File: src/rtl/uart_pkg.sv
// uart_pkg -- definitions shared by the UART receive path, transmit path and
// baud-tick generator.
//   UART_DATA_BITS  : default payload width (LSB first on the wire)
//   UART_OVERSAMPLE : default tick_16x pulses per bit period
//   ST_*            : 2-bit FSM state encoding used by the receiver
//   cnt_width()     : counter width helper that never returns zero
package uart_pkg;

  localparam int UART_DATA_BITS  = 8;
  localparam int UART_OVERSAMPLE = 16;

  typedef logic [1:0] uart_state_t;

  localparam logic [1:0] ST_IDLE  = 2'd0;
  localparam logic [1:0] ST_START = 2'd1;
  localparam logic [1:0] ST_DATA  = 2'd2;
  localparam logic [1:0] ST_STOP  = 2'd3;

  // Bits needed to count 0..n-1; at least one bit so degenerate sizes still elaborate.
  function automatic int cnt_width(input int n);
    return (n > 1) ? $clog2(n) : 1;
  endfunction

endpackage

File: src/rtl/uart_sync2.sv
// uart_sync2 -- two-flop synchronizer for a single asynchronous input.
//   clk_i   : destination clock
//   rst_ni  : asynchronous active-low reset; both flops load RESET_VAL
//   d_i     : asynchronous input
//   q_o     : synchronized output, two clk_i cycles behind d_i
module uart_sync2 #(
  parameter logic RESET_VAL = 1'b1
) (
  input  logic clk_i,
  input  logic rst_ni,
  input  logic d_i,
  output logic q_o
);

  logic meta_q;
  logic sync_q;

  always_ff @(posedge clk_i or negedge rst_ni) begin
    if (!rst_ni) begin
      meta_q <= RESET_VAL;
      sync_q <= RESET_VAL;
    end else begin
      meta_q <= d_i;
      sync_q <= meta_q;
    end
  end

  assign q_o = sync_q;

endmodule

File: src/rtl/uart_rx.sv
// uart_rx -- 8N1 UART receiver using an OVERSAMPLE x baud enable tick.
//   clk_50M   : system clock
//   rst_n     : asynchronous active-low reset
//   tick_16x  : one-cycle enable at OVERSAMPLE x baud
//   RX_D      : serial line (asynchronous, idles high)
//   rx_ack    : consumer took rx_data (single-cycle pulse)
//   rx_data   : last good byte (holding register)
//   rx_valid  : rx_data holds an unacknowledged byte
//   frame_err : one-cycle pulse when the stop bit is sampled low
//   overrun   : sticky, a byte was overwritten before rx_ack
//   busy      : receiver is not idle
module uart_rx
  import uart_pkg::*;
#(
  parameter int DATA_BITS  = UART_DATA_BITS,
  parameter int OVERSAMPLE = UART_OVERSAMPLE
) (
  input  logic                 clk_50M,
  input  logic                 rst_n,
  input  logic                 tick_16x,
  input  logic                 RX_D,
  input  logic                 rx_ack,
  output logic [DATA_BITS-1:0] rx_data,
  output logic                 rx_valid,
  output logic                 frame_err,
  output logic                 overrun,
  output logic                 busy
);

  localparam int CNT_W = cnt_width(OVERSAMPLE);
  localparam int IDX_W = cnt_width(DATA_BITS);

  localparam logic [CNT_W-1:0] CNT_MID  = CNT_W'(OVERSAMPLE / 2 - 1);
  localparam logic [CNT_W-1:0] CNT_END  = CNT_W'(OVERSAMPLE - 1);
  localparam logic [IDX_W-1:0] IDX_LAST = IDX_W'(DATA_BITS - 1);

  logic rx_s;

  uart_state_t          state_q, state_d;
  logic [CNT_W-1:0]     cnt_q, cnt_d;
  logic [IDX_W-1:0]     idx_q, idx_d;
  logic [DATA_BITS-1:0] shift_q, shift_d;
  logic [DATA_BITS-1:0] data_q, data_d;
  logic                 valid_q, valid_d;
  logic                 ferr_q, ferr_d;
  logic                 over_q, over_d;
  logic                 load;

  uart_sync2 #(.RESET_VAL(1'b1)) u_sync (
    .clk_i  (clk_50M),
    .rst_ni (rst_n),
    .d_i    (RX_D),
    .q_o    (rx_s)
  );

  always_comb begin
    state_d = state_q;
    cnt_d   = cnt_q;
    idx_d   = idx_q;
    shift_d = shift_q;
    data_d  = data_q;
    valid_d = valid_q;
    over_d  = over_q;
    ferr_d  = 1'b0;
    load    = 1'b0;

    if (tick_16x) begin
      case (state_q)
        ST_IDLE: begin
          if (!rx_s) begin
            state_d = ST_START;
            cnt_d   = '0;
          end
        end
        ST_START: begin
          if (cnt_q == CNT_MID) begin
            cnt_d = '0;
            if (!rx_s) begin
              state_d = ST_DATA;
              idx_d   = '0;
            end else begin
              // Line went back high before mid start bit: treat as a glitch.
              state_d = ST_IDLE;
            end
          end else begin
            cnt_d = cnt_q + 1'b1;
          end
        end
        ST_DATA: begin
          if (cnt_q == CNT_END) begin
            // Right shift into the MSB so the first (LSB) bit ends up at bit 0.
            shift_d = {rx_s, shift_q[DATA_BITS-1:1]};
            idx_d   = idx_q + 1'b1;
            cnt_d   = '0;
            if (idx_q == IDX_LAST) begin
              state_d = ST_STOP;
            end
          end else begin
            cnt_d = cnt_q + 1'b1;
          end
        end
        ST_STOP: begin
          if (cnt_q == CNT_END) begin
            // Leave at mid stop bit so the next start edge has half a bit of margin.
            state_d = ST_IDLE;
            cnt_d   = '0;
            if (rx_s) begin
              load = 1'b1;
            end else begin
              ferr_d = 1'b1;
            end
          end else begin
            cnt_d = cnt_q + 1'b1;
          end
        end
        default: begin
          state_d = ST_IDLE;
          cnt_d   = '0;
        end
      endcase
    end

    if (rx_ack && valid_q) begin
      valid_d = 1'b0;
      over_d  = 1'b0;
    end

    // A load takes priority over a coincident ack; the ack only suppresses overrun.
    if (load) begin
      data_d  = shift_q;
      valid_d = 1'b1;
      if (valid_q && !rx_ack) begin
        over_d = 1'b1;
      end
    end
  end

  always_ff @(posedge clk_50M or negedge rst_n) begin
    if (!rst_n) begin
      state_q <= ST_IDLE;
      cnt_q   <= '0;
      idx_q   <= '0;
      shift_q <= '0;
      data_q  <= '0;
      valid_q <= 1'b0;
      ferr_q  <= 1'b0;
      over_q  <= 1'b0;
    end else begin
      state_q <= state_d;
      cnt_q   <= cnt_d;
      idx_q   <= idx_d;
      shift_q <= shift_d;
      data_q  <= data_d;
      valid_q <= valid_d;
      ferr_q  <= ferr_d;
      over_q  <= over_d;
    end
  end

  assign rx_data   = data_q;
  assign rx_valid  = valid_q;
  assign frame_err = ferr_q;
  assign overrun   = over_q;
  assign busy      = (state_q != ST_IDLE);

endmodule
File: config.mk
export PLATFORM = sky130hd
export DESIGN_NAME = uart_rx
export DESIGN_NICKNAME = d
export VERILOG_FILES = /design/src/rtl/uart_pkg.sv /design/src/rtl/uart_sync2.sv /design/src/rtl/uart_rx.sv
export SDC_FILE = /design/constraint.sdc
export NUM_CORES = 1
export LEC_CHECK = 0
export CORE_MARGIN = 4
export CORE_UTILIZATION = 58
export DETAILED_ROUTE_END_ITERATION = 7
export PLACE_DENSITY = 0.82
export SLEW_MARGIN = 10
export SYNTH_ARGS = -nofsm -noshare
export SYNTH_HDL_FRONTEND = slang
export SYNTH_SLANG_ARGS = --single-unit
File: constraint.sdc
create_clock -name clk_50M -period 3.65 [get_ports clk_50M]
set_input_delay 0.9125 -clock clk_50M [delete_from_list [all_inputs] [get_ports clk_50M]]
set_output_delay 0.9125 -clock clk_50M [all_outputs]
set_load 0.02 [all_outputs]
==> impl_metrics.csv, run 1 <==
group,metric,value,unit
status,status,"finished, final reports clean",
placed_design,gp_congestion,0.7891,
layout,diodes,0,
timing,setup-violations-final,0,
clock_tree,clock-root-buffer,"clkbuf_4",
critical_path,worst_path_largest_cell_delay,650,ps
critical_path,setup.worst_path.start_class,"flip-flop",
power_and_ir_drop,power.share.sequential,52.7,%
layout,fillerInstances,156,
layout,drive_above_1_share,31.09,%
critical_path,cp_data_required_time,2740,ps
layout,syn2layout_area_growth,16.40,%
yosys,yosys.area.top_type,"dfrtp_1",
yosys,synth.cell_area,0.001419,mm²
worst_hold_path,hold_start,"u_sync.meta_q$_DFF_PN1_",
power_and_ir_drop,power.switching,247.8,µW
critical_path,cp_data_arrival_time,1810,ps
timing,fin_setup_tns,0,ps
drt,routed_via_count_divided_by_cell_count,5.531,
yosys,post_synth_most_frequent_cells,"28 x dfrtp_1, 16 x mux2_4, 4 x mux2_1, 4 x nor2_1",
placed_design,port_buffers,16,
yosys,netlist-cell-type-count,35,
worst_hold_path,hold_removal_path_class,"reg -> reg",
drt,drt_first_iter_violations,19,
power_and_ir_drop,power_frac_comb,21.1,%
clock_tree,cts.sinks,30,
critical_path,worstPathBufferInverterCount,1,
layout,finish.instance_area,0.001652,mm²
timing,max_freq,367.3,MHz
yosys,synth_top_cell_area_share,49.38,%
critical_path,timing.critical_path.max_delay_family,"buffers and inverters",
clock_tree,clock_insertion_delay_worst_skew,320,ps
power_and_ir_drop,ir_drop,0.0004615,V
clock_tree,post_cts_resized,0,
grt,grt_overflow_total,0,
floorplanning,floorplan.core_area,0.002276,mm²
drt,antenna_violating_nets_post_route,0,
clock_tree,cts_buffer_depth,2,
timing,hold-worst-slack,361.4,ps
placed_design,placement.cell_area,0.001588,mm²
floorplanning,die_h,57.46,µm
floorplanning,core.rowCount,17,
grt,grt_usage,15.81,%
power_and_ir_drop,intPower,545.1,µW
timing,slew-limit-headroom,67.86,%
clock_tree,cts.reportedPaths.clkPinSlew,100,ps
clock_tree,h-tree-depth,2,
yosys,async_flop_share,100.0,%
yosys,number_of_nets_produced_by_synthesis,106,
grt,grt_pass1_vias,813,
timing,final-hold-violation-count,0,
timing,final_min_period_over_clock_period,74.59,%
drt,route.detailed.drc,0,
drt,vias,813,
critical_path,cp_max_fo,11,
yosys,number_of_instances_in_the_synthesized_netlist,98,
power_and_ir_drop,power.static_leakage,0.7964,nW
placed_design,post-dp-hpwl,1597,µm
yosys,most_instantiated_library_cell_after_synthesis,"dfrtp_1",
grt,pin_count_of_the_biggest_net_entering_global_routing,31,
yosys,syn_area_per_cell,14.48,µm²
critical_path,worst_setup_path_end_kind,"output port",
floorplanning,die_width,57.46,µm
yosys,post_synth_main_area_contributors,"dfrtp_1 49%, mux2_4 17%, dfstp_2 3.7%",
yosys,yosys_register_bits,30,
timing,unrepaired_setup_endpoints_after_global_routing,"no",
power_and_ir_drop,power.density,480.1,mW/mm²
grt,grt_antenna_before_repair,0,
timing,fin_worst_skew,10.44,ps
run,max_cap_viol_count,0,
timing,final-max-slew-violation-count,0,
grt,grt_first_pass_wirelength,3953,µm
timing,max_slew.worst_pin.slew,482.2,ps
yosys,synth_flop_cell,"dfrtp_1",
floorplanning,ios,17,
clock_tree,post_cts.repair.setup_buffers,0,
power_and_ir_drop,p_clk_share,26.1,%
floorplanning,fp.dieArea,0.003302,mm²
critical_path,startpoint_of_the_most_critical_register_to_register_path,"cnt_q[0]$_DFFE_PN0P_",
drt,wl_per_cell,15.11,µm
yosys,yosys_warnings,0,
drt,wirelength,2221,µm
timing,timing.final.crit_period,2722,ps
critical_path,crit_chain,"or2_1, clkdlybuf4s50_1",
critical_path,critPathSlowestCell,"clkdlybuf4s50_1",
yosys,synth_edf_count,0,
critical_path,worstSetupPathType,"reg -> out",
drt,drt-pass1-iter-count,4,
layout,finish.net_count,126,
yosys,ys_seq_area_share,53.09,%
clock_tree,clock_tree_from_tritoncts,"built",
clock_tree,holdBufCountCts,0,
power_and_ir_drop,power_switching_share,31.26,%
clock_tree,cts-buffers-inserted,5,
floorplanning,floorplan.initialDensity,62.34,%
worst paths after layout:
kind / end / slack, ps / depth (start not counted)
setup / recovery: busy / 930 / 2
hold / removal: u_sync.q_o$_DFF_PN1_ / 360 / 0
setup reg to reg: shift_q[1]$_DFFE_PN0P_ / 1920 / 4
hold reg to reg: u_sync.q_o$_DFF_PN1_ / 360 / 0
max in group asynchronous: u_sync.meta_q$_DFF_PN1_ / 2370 / 2
min in group asynchronous: rx_data[1]$_DFFE_PN0P_ / 960 / 2
layer usage:
layer  up-vias  track usage, %  wire length [µm]
met5         -               0                 0
met4         0           6.954                32
met3         5           4.977               102
met2        15           23.55              1032
met1       402           21.14              1053
li1        391               -                 -
through the flow:
| step | power (mW) | setup slack [ps] | std cells | util [%] |
|---|---|---|---|---|
| 5_1_grt | 0.8489 | 831.0 | 147 | 72.57 |
| 3_3_place_gp | 0.5858 | 973.9 | 139 | 69.76 |
| 2_1_floorplan | 0.5562 | 1830 | 98 | - |
| 4_1_cts | 0.8012 | 914.6 | 147 | 72.57 |
| 6_report | 0.7929 | 927.5 | 147 | 72.57 |
| 3_5_place_dp | 0.5927 | 932.1 | 139 | 69.76 |
power by group through the flow:
stage | logic [mW] | clock network (mW) | registers, mW
floorplan | 0.156 | 0 | 0.400
detailed placement | 0.168 | 0 | 0.424
global placement | 0.164 | 0 | 0.422
global route | 0.191 | 0.232 | 0.426
finish | 0.168 | 0.207 | 0.418
CTS | 0.170 | 0.212 | 0.419
flip-flops by register name (all words and copies together), names as in the netlist, named ones only:
register,count
rx_data,8
frame_err,1
rx_valid,1
cnt_q,4
idx_q,3
u_sync.meta_q,1
u_sync.q_o,1
state_q,1
shift_q,8
worst reg2reg max path, stage by stage (launching register included):
cell and delay [ps]:
dfrtp_1 400, ha_1 220, and3_4 230, and2_1 440, mux2_4 340
layout by cell type, fill, tap and decap left out, types with 2 or more instances in the layout:
master and n:
clkbuf_4 5, mux2_4 16, and3_4 2, mux2_1 4, inv_1 3, ha_1 3, and3b_1 3, dfstp_2 2
dfrtp_1 28, nand2_1 3, nor2_1 4, o21ai_0 3, o2bb2ai_1 2, nand3b_1 2, clkdlybuf4s50_1 16
cells by family (layout without fill, tap and decap cells):
kind of cell,after synthesis,in the layout,synth area share [%]
buffers and inverters,7,28,3.174
muxes,21,21,20.81
and+or+nand+nor,24,24,12.70
AOI/OAI and AO/OA,12,12,6.437
DFF,30,30,53.09
adders and majority gates,3,3,2.646
xor gates and xnor gates,1,1,1.147
final cells by class:
type / count / area, µm² / share of cell area [%]
timing repair buffer: 17 / 167.7 / 10.15
clock inverter: 2 / 12.51 / 0.7576
inverter: 3 / 11.26 / 0.6818
multi-input combinational: 61 / 620.6 / 37.58
tap: 28 / 35.03 / 2.121
sequential: 30 / 753.2 / 45.61
clock buffer: 6 / 51.30 / 3.106
Note: power is estimated with default switching activity, not from simulation.
==> run 2: changes to the inputs <==
CORE_UTILIZATION = 49   (was 58)
PLACE_DENSITY = 0.74   (was 0.82)
clock period = 2.4 ns   (was 3.65 ns; I/O delays follow)
==> run 2 against run 1 <==
Net effect:
- non-clock buffer count grew 3
- sequential power rose by 50%
- sequential share of layout area fell by 1.0 points
- first-iteration DRC count is 32% higher
- worst setup slack worse by 820 ps
- critical endpoint unchanged
- hold slack lost 1.0 ps
- combinational power increased by 65%
- global-route usage is 1.7 points lower
- critical path depth is the same
- utilization down 11 points
- clock power is 88% higher
==> impl_metrics.csv, run 2 (synthesized netlist as in run 1, its figures left out) <==
group,metric,value,unit
status,status,"finished, final reports clean",
drt,drt_first_iter_violations,25,
grt,grt_antenna_before_repair,0,
clock_tree,clock-root-buffer,"clkbuf_4",
placed_design,post-dp-hpwl,1559,µm
clock_tree,cts_buffer_depth,2,
drt,routed_via_count_divided_by_cell_count,5.307,
drt,route.detailed.drc,0,
grt,pin_count_of_the_biggest_net_entering_global_routing,31,
critical_path,cp_data_required_time,1800,ps
timing,fin_setup_tns,0,ps
timing,timing.final.crit_period,2288,ps
critical_path,crit_chain,"or2_1, clkdlybuf4s50_1",
floorplanning,ios,17,
layout,syn2layout_area_growth,19.31,%
floorplanning,die_h,61.81,µm
power_and_ir_drop,design_power_total,1.294,mW
clock_tree,post_cts.repair.setup_buffers,0,
drt,drt-pass1-iter-count,4,
power_and_ir_drop,ir_drop,0.0006406,V
critical_path,r2r-end,"shift_q[5]$_DFFE_PN0P_",
timing,postLayoutSetupSlackWorst,112.3,ps
drt,antenna_violating_nets_post_route,0,
timing,max_freq,437.1,MHz
floorplanning,core.rowCount,19,
layout,finish.net_count,129,
critical_path,worst_path_largest_cell_delay,570,ps
grt,grt_overflow_total,0,
timing,final_min_period_over_clock_period,95.32,%
critical_path,timing.critical_path.max_delay_family,"buffers and inverters",
timing,final-hold-violation-count,0,
floorplanning,floorplan.core_area,0.002758,mm²
floorplanning,die_width,61.81,µm
layout,drive_above_1_share,33.61,%
power_and_ir_drop,power.density,764.3,mW/mm²
critical_path,r2r_slack,830,ps
floorplanning,fp.dieArea,0.003820,mm²
timing,setup-violations-final,0,
timing,unrepaired_setup_endpoints_after_global_routing,"no",
grt,grt_first_pass_wirelength,3788,µm
critical_path,setup.worst_path.start_class,"flip-flop",
critical_path,worst_setup_path_end_kind,"output port",
clock_tree,h-tree-depth,2,
timing,max_slew.worst_pin.slew,370.8,ps
placed_design,dpl_worst_slack,337.7,ps
clock_tree,cts.reportedPaths.clkPinSlew,100,ps
timing,final-max-slew-violation-count,0,
critical_path,cp_max_fo,10,
critical_path,worstSetupStartpoint,"state_q[0]$_DFFE_PN0P_",
drt,wl_per_cell,14.43,µm
critical_path,worstPathBufferInverterCount,1,
critical_path,cp_data_arrival_time,1690,ps
timing,slew-limit-headroom,75.28,%
placed_design,gp_congestion,0.7643,
run,max_cap_viol_count,0,
grt,grt_usage,14.15,%
critical_path,cp-endpoint,"busy",
critical_path,worstSetupPathType,"reg -> out",
worst_hold_path,hold_removal_path_class,"reg -> reg",
power_and_ir_drop,power.static_leakage,0.8218,nW
clock_tree,holdBufCountCts,0,
layout,post-route-util,61.39,%
timing,fin_worst_skew,9.876,ps
grt,grt_pass1_vias,840,
layout,fillerInstances,217,
clock_tree,cts-buffers-inserted,5,
clock_tree,clock_tree_from_tritoncts,"built",
floorplanning,floorplan.initialDensity,51.45,%
critical_path,rr_worst_depth,5,
layout,final_common_cell,"dfrtp_1",
critical_path,worstSetupPathDepth,2,
critical_path,critPathSlowestCell,"clkdlybuf4s50_1",
drt,vias,812,
layout,highest_count_cells_in_the_layout_ignoring_fill_and_taps,"27 x dfrtp_1, 16 x mux2_4, 16 x clkdlybuf4s50_1",
clock_tree,clock_insertion_delay_worst_skew,320,ps
placed_design,port_buffers,16,
clock_tree,cts.sinks,30,
critical_path,startpoint_of_the_most_critical_register_to_register_path,"cnt_q[0]$_DFFE_PN0P_",
drt,wirelength,2208,µm
layout,diodes,0,
clock_tree,post_cts_resized,0,
-- run 2: area by class of cell --
type                    count  area, µm²  share of cell area, %
multi-input cells          61      620.6                  36.66
clock inverters             3      40.04                  2.365
flip-flops and latches     30      754.5                  44.57
clock buffers               5      37.54                  2.217
well taps                  31      38.79                  2.291
repair buffers             20      190.2                  11.23
inverters                   3      11.26                 0.6652
-- run 2: worst min path at each step --
| stage | from | endpoint | depth (start not counted) |
|---|---|---|---|
| 2_1_floorplan | rst_n | async pin | 0 |
| 3_3_place_gp | u_sync.meta_q$_DFF_PN1_ | u_sync.q_o$_DFF_PN1_ | 0 |
| 3_5_place_dp | u_sync.meta_q$_DFF_PN1_ | u_sync.q_o$_DFF_PN1_ | 0 |
| 4_1_cts | u_sync.meta_q$_DFF_PN1_ | u_sync.q_o$_DFF_PN1_ | 0 |
| 5_1_grt | u_sync.meta_q$_DFF_PN1_ | u_sync.q_o$_DFF_PN1_ | 0 |
| 6_report | u_sync.meta_q$_DFF_PN1_ | u_sync.q_o$_DFF_PN1_ | 0 |
-- run 2: per-layer routing --
metal / global-route usage (%) / wire [µm] / vias to the layer above
met5: 0 / 0 / -
met4: 6.364 / 18 / 0
met3: 6.405 / 118 / 2
met2: 22.42 / 1106 / 14
met1: 16.47 / 964 / 396
li1: - / - / 400
-- run 2: worst reg2reg max path, stage by stage (launching register included) --
cell     delay, ps
dfrtp_1        400
ha_1           220
and3_4         230
and2_1         120
buf_4          190
mux2_4         310
-- run 2: per-stage QoR --
stage / hold slack, ps / instance area [µm²] / instances
floorplan: 304.4 / 1419 / 98
global placement: 347.4 / 1614 / 145
detailed placement: 351.1 / 1614 / 145
CTS: 368.1 / 1692 / 153
global route: 368.9 / 1693 / 153
finish: 360.3 / 1693 / 153
-- run 2: power by group --
part | internal [mW] | total, mW | switching [mW]
Clock | 0.216 | 0.390 | 0.174
Combinational | 0.139 | 0.277 | 0.137
Sequential | 0.558 | 0.627 | 0.0691
Total | 0.913 | 1.29 | 0.381
